==> config.mk <==
export PLATFORM = sky130hd
export DESIGN_NAME = dm_preload_ctrl
export DESIGN_NICKNAME = d
export VERILOG_FILES = /design/src/rtl/dm_preload_ctrl.sv
export SDC_FILE = /design/constraint.sdc
export NUM_CORES = 1
export LEC_CHECK = 0
export CORE_MARGIN = 2
export CORE_UTILIZATION = 30
export CTS_BUF_LIST = sky130_fd_sc_hd__clkbuf_8
export CTS_CLUSTER_DIAMETER = 150
export DETAILED_ROUTE_END_ITERATION = 16
export GPL_TIMING_DRIVEN = 0
export HOLD_SLACK_MARGIN = 0.02
export SYNTH_ARGS = -nofsm -noshare
export SYNTH_HDL_FRONTEND = slang
export SYNTH_SLANG_ARGS = --single-unit
==> constraint.sdc <==
create_clock -name clk -period 2.3 [get_ports clk]
set_clock_uncertainty 0.15 [all_clocks]
set_input_delay 0.23 -clock clk [delete_from_list [all_inputs] [get_ports clk]]
set_output_delay 0.23 -clock clk [all_outputs]
set_load 0.005 [all_outputs]
==> src/rtl/dm_preload_ctrl.sv <==
// Upstream feeder and run controller for the 9-bit core: streams operands into data
// memory, writes the preset constants, clears the rest, runs the core and reads back Min/Max.
module dm_preload_ctrl #(
  parameter int NOPS     = 64,
  parameter int PRE_BASE = 64,
  parameter int CLR_BASE = 72,
  parameter int DM_TOP   = 255,
  parameter int MASK_CYC = 4
) (
  input  logic       clk,
  input  logic       reset,
  input  logic       go,
  input  logic       in_valid,
  input  logic [7:0] in_data,
  output logic       in_ready,
  output logic       dm_we,
  output logic [7:0] dm_addr,
  output logic [7:0] dm_wdata,
  input  logic [7:0] dm_rdata,
  output logic       core_reset,
  input  logic       core_done,
  output logic       res_valid,
  output logic [4:0] res_min,
  output logic [4:0] res_max,
  output logic       res_err,
  output logic       busy
);

  localparam int         MW        = $clog2(MASK_CYC + 1);
  localparam logic [7:0] LAST_OP   = 8'(NOPS - 1);
  localparam logic [7:0] PRE_ADDR  = 8'(PRE_BASE);
  localparam logic [7:0] MAX_ADDR  = 8'(PRE_BASE + 1);
  localparam logic [7:0] PRE_LAST  = 8'(CLR_BASE - 1);
  localparam logic [7:0] CLR_ADDR  = 8'(CLR_BASE);
  localparam logic [7:0] TOP_ADDR  = 8'(DM_TOP);
  localparam logic [7:0] RES_LIMIT = 8'd16;

  typedef enum logic [2:0] {
    IDLE, LOAD, PRESET, CLEAR, RELEASE, RUN, RD_MIN, RD_MAX
  } state_t;

  state_t          state_reg;
  logic [7:0]      cnt_reg;
  logic [MW-1:0]   mask_reg;
  logic [7:0]      min_raw_reg;
  logic            xfer;
  logic [2:0]      pre_off;

  assign xfer    = in_valid && in_ready;
  assign pre_off = 3'(cnt_reg - PRE_ADDR);

  function automatic logic [7:0] preset_byte(input logic [2:0] idx);
    logic [7:0] val;
    case (idx)
      3'd0:    val = 8'd16;
      3'd1:    val = 8'd0;
      3'd2:    val = 8'd1;
      3'd3:    val = 8'd5;
      3'd4:    val = 8'd15;
      3'd5:    val = 8'd47;
      3'd6:    val = 8'd93;
      default: val = 8'd115;
    endcase
    return val;
  endfunction

  // Memory port is combinational so a stream byte lands in the same cycle it is accepted.
  always_comb begin
    dm_we    = 1'b0;
    dm_addr  = '0;
    dm_wdata = '0;
    case (state_reg)
      LOAD: begin
        dm_we    = xfer;
        dm_addr  = cnt_reg;
        dm_wdata = in_data;
      end
      PRESET: begin
        dm_we    = 1'b1;
        dm_addr  = cnt_reg;
        dm_wdata = preset_byte(pre_off);
      end
      CLEAR: begin
        dm_we    = 1'b1;
        dm_addr  = cnt_reg;
      end
      RD_MIN:  dm_addr = PRE_ADDR;
      RD_MAX:  dm_addr = MAX_ADDR;
      default: ;
    endcase
  end

  always_ff @(posedge clk or negedge reset) begin
    if (!reset) begin
      state_reg   <= IDLE;
      cnt_reg     <= '0;
      mask_reg    <= '0;
      min_raw_reg <= '0;
      in_ready    <= 1'b0;
      core_reset  <= 1'b1;
      res_valid   <= 1'b0;
      res_min     <= '0;
      res_max     <= '0;
      res_err     <= 1'b0;
      busy        <= 1'b0;
    end else begin
      case (state_reg)
        IDLE: begin
          if (go) begin
            res_valid <= 1'b0;
            res_min   <= '0;
            res_max   <= '0;
            res_err   <= 1'b0;
            cnt_reg   <= '0;
            in_ready  <= 1'b1;
            busy      <= 1'b1;
            state_reg <= LOAD;
          end
        end
        LOAD: begin
          if (xfer) begin
            if (cnt_reg == LAST_OP) begin
              in_ready  <= 1'b0;
              cnt_reg   <= PRE_ADDR;
              state_reg <= PRESET;
            end else begin
              cnt_reg <= cnt_reg + 8'd1;
            end
          end
        end
        PRESET: begin
          if (cnt_reg == PRE_LAST) begin
            cnt_reg   <= CLR_ADDR;
            state_reg <= CLEAR;
          end else begin
            cnt_reg <= cnt_reg + 8'd1;
          end
        end
        CLEAR: begin
          // Compare before incrementing so the 8-bit address never wraps past the top.
          if (cnt_reg == TOP_ADDR) begin
            cnt_reg    <= '0;
            core_reset <= 1'b0;
            state_reg  <= RELEASE;
          end else begin
            cnt_reg <= cnt_reg + 8'd1;
          end
        end
        RELEASE: begin
          mask_reg  <= MW'(MASK_CYC);
          state_reg <= RUN;
        end
        RUN: begin
          if (mask_reg != '0) begin
            mask_reg <= mask_reg - MW'(1);
          end else if (core_done) begin
            core_reset <= 1'b1;
            state_reg  <= RD_MIN;
          end
        end
        RD_MIN: begin
          res_min     <= dm_rdata[4:0];
          min_raw_reg <= dm_rdata;
          state_reg   <= RD_MAX;
        end
        RD_MAX: begin
          res_max   <= dm_rdata[4:0];
          res_err   <= (min_raw_reg > RES_LIMIT) || (dm_rdata > RES_LIMIT) ||
                       (min_raw_reg > dm_rdata);
          res_valid <= 1'b1;
          busy      <= 1'b0;
          state_reg <= IDLE;
        end
        default: state_reg <= IDLE;
      endcase
    end
  end

endmodule

## Word-level counts from Yosys, hierarchy flattened

Index checks and enable logic that the tools add are counted.

- Word-level logic and storage cells: 97
- Bits of input ports: 21
- Output and inout port bits: 32
- Register bits after elaboration: 37

- Add/sub/neg operators: 3
- Order comparisons: 3
- Reduce and logical (&&, ||, !) cells: 21
- Mux-type cells: 35
- Equality and inequality tests: 24

Operators by type and width:

| cell | number |
|---|---|
| $pmux W7 S7 | 1 |
| $mux W8 | 5 |
| $pmux W8 S4 | 1 |
| $mux W3 | 8 |
| $pmux W3 S8 | 1 |
| $pmux W8 S3 | 1 |
| $eq A3 B3 Y1 const B | 7 |
| $pmux W5 S2 | 2 |
| $gt A8 B5 Y1 const B | 2 |
| $ne A2 B2 Y1 const B | 8 |
| $pmux W8 S2 | 1 |
| $eq A3 B2 Y1 const B | 4 |
| $pmux W1 S2 | 6 |
| $reduce_bool A2 Y1 | 5 |
| $add A8 B1 Y8 const B | 1 |
| $eq A8 B6 Y1 const B | 1 |
| $eq A8 B7 Y1 const B | 1 |
| $eq A8 B8 Y1 const B | 1 |
| $gt A8 B8 Y1 | 1 |
| $reduce_and A4 Y1 | 2 |
| $mux W1 | 7 |
| $reduce_and A7 Y1 | 1 |
| $eq A3 B1 Y1 const B | 2 |
| $logic_not A3 Y1 | 2 |
| other kinds (11) | 15 |

## Longest topological paths before layout

- Depth in word-level cells: 4
- Depth in mapped cells: 7
- Mapped depth without buffers: 7

## Worst setup path before layout

OpenSTA, ideal clock, no wires.

- Kind: reg-to-reg
- From: register cnt_reg[0]
- To: register cnt_reg[5]
- Required time: 2032 ps
- Arrival: 1527 ps
- Setup slack: 505 ps
- Clock period less this slack: 1795 ps
- Stages on the path, launching flop included: 7
- Cells stage by stage: dfrtp_1 -> ha_1 -> nand4b_1 -> o41ai_1 -> o21a_2 -> o21bai_1 -> a21o_1

- Word-level cells in the longest chain between the ends: 4
- Elaborated cells between the ends (all ways): 9

Ends and longest elaborated chain:

| what | line | source |
|---|---|---|
| start: declaration | 43 | `logic [7:0] cnt_reg;` |
| start signal: assignment | 127 | `cnt_reg <= cnt_reg + 8'd1;` |
| start signal: assignment | 136 | `cnt_reg <= cnt_reg + 8'd1;` |
| start signal: assignment | 146 | `cnt_reg <= cnt_reg + 8'd1;` |
| $add A8 B1 Y8 / $eq A8 B6 Y1 (equally long branches) | n/a |  |
| $mux W8 | 122 | `if (cnt_reg == LAST_OP) begin` |
| $mux W8 | 121 | `if (xfer) begin` |
| $pmux W8 S4 (*) | 107 | `case (state_reg)` |

Every way passes the cells marked *; elsewhere a longest branch is shown, timed or not. The select of a mux whose other input is x is not followed.
A chain may end at the register's enable or synchronous reset.

## Final worst setup path

- From: register state_reg[1]
- To: output dm_wdata[7]

- Word-level cells in the longest chain between the ends: 2
- Elaborated cells between the ends (all ways): 3

Ends and longest elaborated chain:

| what | line | source |
|---|---|---|
| start: declaration | 42 | `state_t state_reg;` |
| start signal: assignment | 95 | `state_reg <= IDLE;` |
| start signal: assignment | 117 | `state_reg <= LOAD;` |
| start signal: assignment | 125 | `state_reg <= PRESET;` |
| $eq A3 B2 Y1 / $eq A3 B1 Y1 (equally long branches) | 72 | `case (state_reg)` |
| $pmux W8 S2 (*) | 72 |  |
| end: declaration | 18 | `output logic [7:0] dm_wdata,` |

Every way passes the cells marked *; elsewhere a longest branch is shown, timed or not.

==> run_results.csv <==
group,metric,value,unit
sta,min_period,2.28,ns
cts,htreeDepth,2,
synth,synth_xor_area_share,0.380,%
sta,setup_tns,0,ns
cts,cts_tree,"yes",
power_and_ir_drop,p_sw,0.000315,W
power_and_ir_drop,ir_worst_vdd,0.000290,V
power_and_ir_drop,p_per_area,444,nW/um2
cts,cts_inserted_buffers,5,
floorplan,ioPinCount,53,
synth,synth-compound-area-share,22.2,%
critical_path,worstPathCellList,"buf_6 > nor2_1 > and3_1 > clkdlybuf4s50_1",
outcome,status,"completed",
synth,synth.cell_area,2310,um2
cts,clockBufferDepth,2,
floorplan,die_area,8410,um2
drt,vias_per_cell,4.99,
floorplan,die_x,91.7,um
floorplan,start_util,31.5,%
power_and_ir_drop,p_sw_share,21.6,%
power_and_ir_drop,p_seq_share,44.7,%
sta,fin_crit_sh,99.2,%
flow_run,maxCapViolCount,0,
synth,yosysSeqAreaShare,40.2,%
floorplan,rows,31,
place,placed_cells,426,
critical_path,reg2reg_slack,0.17,ns
final_layout,design_area,3280,um2
cts,clkTransAtPathRegs,0.08,ns
critical_path,startpoint_type,"flip-flop",
synth,yosys-mux-area-fraction,1.41,%
power_and_ir_drop,clkPwrFrac,48.5,%
final_layout,antennaDiodeCount,0,
min_path,worstHoldStart,"mask_reg[0]$_DFFE_PN0P_",
place,dpl_cell_area,2950,um2
synth,synth_top_family_by_area,"compound AO/OA/AOI/OAI gates",
grt,grt_max_degree,38,
synth,synthArstFlopShare,100,%
critical_path,endpoint_kind,"primary output",
synth,ys_ff_latch,37,
synth,syn_inst,275,
synth,synth_edf_count,0,
grt,grt_overflow,0,
final_layout,areaGrowthSynthToFinish,42.1,%
grt,grt_pass1_vias,2228,
critical_path,rr_startpoint,"cnt_reg[1]$_DFFE_PN0P_",
synth,yosysWarningCount,0,
drt,ant_nets,0,
sta,final-hold-violation-count,0,
critical_path,worst-path-buf-inv,2,
grt,antenna_found_initial,0,
sta,tightest_slew,0.909,ns
synth,synthDistinctLibCells,48,
cts,clock-root-buffer,"clkbuf_8",
synth,synth_ff_type,"dfrtp_1",
synth,syn_area_per_cell,8.39,um2
power_and_ir_drop,combPwrFrac,6.7,%
power_and_ir_drop,p_leak,1.42,nW
sta,rsz0062_at_grt,"true",
floorplan,core_area,7330,um2
critical_path,worst-path-max-fanout,9,
critical_path,rr_worst_depth,7,
critical_path,slowest_delay,0.50,ns
synth,synth-simple-area-share,21.3,%
drt,wl_per_cell,14.1,um
final_layout,nets,382,
grt,grt_pass1_wl,10.7,mm
sta,fmax,0.438,GHz
critical_path,critPathTopFamily,"buffers and inverters",
critical_path,critPathKind,"flip-flop to primary output",
synth,synthAdderAreaFrac,7.59,%
final_layout,drive_gt1_share,16.7,%
drt,drt_wl_total,6.32,mm
place,routabilityCongestion,0.860,
sta,setup_slack,0.0187,ns
drt,drt_pass1_iterations,4,
sta,slew_headroom,39.4,%
min_path,hold_class,"flip-flop to flip-flop",
critical_path,worst_ep_required_time,1.92,ns
sta,maxSlewViolCount,0,
place,portBuffers,52,
grt,grt_use_total,15.6,%
cts,clkLatencyLatePin,0.30,ns
drt,num_vias,2232,
place,dp_hpwl,4.59,mm
cts,numClockSinks,37,
critical_path,rr_endpoint,"cnt_reg[5]$_DFFE_PN0P_",
drt,drc_errors,0,
min_path,hold_end,"mask_reg[0]$_DFFE_PN0P_",
critical_path,critical-path-slowest-cell,"clkdlybuf4s50_1",
min_path,min_path_cells,1,
place,dp_slack,-0.280,ns
floorplan,chipHeight,91.7,um
power_and_ir_drop,total_power,0.00146,W
critical_path,critPathArrivalTime,1.90,ns
sta,setup_viol,0,
power_and_ir_drop,internal_power,0.00114,W
synth,syn-num-nets,310,
drt,drt_iter0_drc,154,
final_layout,fin_cells,447,
## through the flow
step / util, % / hold slack [ns]
2_1_floorplan: - / -0.216
3_3_place_gp: 40.3 / 0.309
3_5_place_dp: 40.2 / 0.260
4_1_cts: 44.0 / 0.324
5_1_grt: 44.7 / 0.353
6_report: 44.7 / 0.322
## metal layers
metal	GRT usage, %	up-vias	part of all wire (%)
met2	25.2	53	47
met1	20.8	1041	46
met3	3.53	12	4.6
met4	5.10	0	1.8
li1	-	1126	-
met5	0	-	0
## power groups by stage
stage / clock, W / sequential [W] / combinational, W
2_1_floorplan: 0 / 0.000664 / 0.0000272
3_3_place_gp: 0 / 0.000665 / 0.000101
3_5_place_dp: 0 / 0.000665 / 0.000101
4_1_cts: 0.000723 / 0.000652 / 0.000100
5_1_grt: 0.000749 / 0.000652 / 0.000108
6_report: 0.000707 / 0.000652 / 0.0000983
## layout make-up
type | instances | area [um2]
plain buffers | 14 | 113
clock buffers | 5 | 68.8
clock inverters | 3 | 68.8
fillers | 693 | 4050
inverters | 18 | 67.6
multi-input cells | 206 | 1280
flip-flops and latches | 37 | 931
well taps | 99 | 124
repair buffers | 65 | 626
## logic make-up (layout without fill, tap and decap cells)
kind of cell,after synthesis,after routing
xor gates and xnor gates,1,1
AOI/OAI and AO/OA,83,83
and+or+nand+nor,105,105
buffers and inverters,32,105
muxes,3,3
DFF,37,37
adders and majority gates,14,14
## repair_timing
action | 4_1_cts | 5_1_grt
gates cloned | 0 | 0
hold endpoints to repair | 36 | 0
setup endpoints to repair | 17 | 10
hold buffers | 1 | 0
setup buffers | 10 | 2
pin swaps | 6 | 2
resized for setup | 24 | 13
## cell usage in the layout (no fill, tap or decap), types with 2 or more instances in the layout
| master | synthesis | final |
|---|---|---|
| a21oi_1 | 22 | 22 |
| a22oi_1 | 2 | 2 |
| a31oi_1 | 3 | 3 |
| a32oi_1 | 2 | 2 |
| and2_1 | 4 | 4 |
| and3_1 | 2 | 2 |
| buf_2 | 4 | 4 |
| buf_4 | 1 | 12 |
| buf_6 | 4 | 5 |
| bufinv_16 | 0 | 2 |
| clkbuf_1 | 4 | 2 |
| clkbuf_8 | 0 | 6 |
| clkdlybuf4s50_1 | 0 | 43 |
| dfrtp_1 | 36 | 33 |
| dfrtp_2 | 0 | 3 |
| dlygate4sd2_1 | 0 | 6 |
| dlymetal6s2s_1 | 0 | 2 |
| ha_1 | 14 | 10 |
| ha_2 | 0 | 4 |
| inv_1 | 18 | 17 |
| mux2_2 | 2 | 2 |
| nand2_1 | 38 | 36 |
| nand2_2 | 0 | 2 |
| nand3_1 | 8 | 6 |
| nand3_2 | 0 | 2 |
| nand4_1 | 3 | 3 |
| nor2_1 | 29 | 27 |
| nor2b_1 | 3 | 3 |
| nor3_1 | 10 | 8 |
| nor3_4 | 0 | 2 |
| o211ai_1 | 3 | 3 |
| o21a_1 | 2 | 2 |
| o21ai_0 | 21 | 19 |
| o21ai_1 | 1 | 2 |
| o22ai_1 | 11 | 11 |
| o31ai_1 | 4 | 4 |
| o41ai_1 | 3 | 3 |
## synthesized netlist by cell type (2+ instances only)
master | count | area share [%]
a21oi_1 | 22 | 4.8
a22oi_1 | 2 | 0.65
a31oi_1 | 3 | 0.81
a32oi_1 | 2 | 0.76
and2_1 | 4 | 1.1
and3_1 | 2 | 0.54
buf_2 | 4 | 0.87
buf_6 | 4 | 2.0
clkbuf_1 | 4 | 0.65
dfrtp_1 | 36 | 39
ha_1 | 14 | 7.6
inv_1 | 18 | 2.9
mux2_2 | 2 | 0.98
nand2_1 | 38 | 6.2
nand3_1 | 8 | 1.7
nand4_1 | 3 | 0.81
nor2_1 | 29 | 4.7
nor2b_1 | 3 | 0.81
nor3_1 | 10 | 2.2
o211ai_1 | 3 | 0.98
o21a_1 | 2 | 0.65
o21ai_0 | 21 | 4.6
o22ai_1 | 11 | 3.0
o31ai_1 | 4 | 1.3
o41ai_1 | 3 | 1.1
## worst max path at each step
| stage | from | endpoint | slack (ns) | cells after the start |
|---|---|---|---|---|
| CTS | cnt_reg[1]$_DFFE_PN0P_ | dm_wdata[4] | -0.04 | 6 |
| floorplan | cnt_reg[0]$_DFFE_PN0P_ | cnt_reg[5]$_DFFE_PN0P_ | 0.51 | 6 |
| detailed placement | state_reg[0]$_DFFE_PN0P_ | dm_wdata[4] | -0.28 | 5 |
| finish | state_reg[1]$_DFFE_PN0P_ | dm_wdata[7] | 0.02 | 4 |
| global placement | state_reg[1]$_DFFE_PN0P_ | dm_wdata[4] | -0.22 | 5 |
| global route | state_reg[2]$_DFFE_PN0P_ | dm_wdata[1] | -0.008 | 7 |
(Power assumes the default switching activity.)
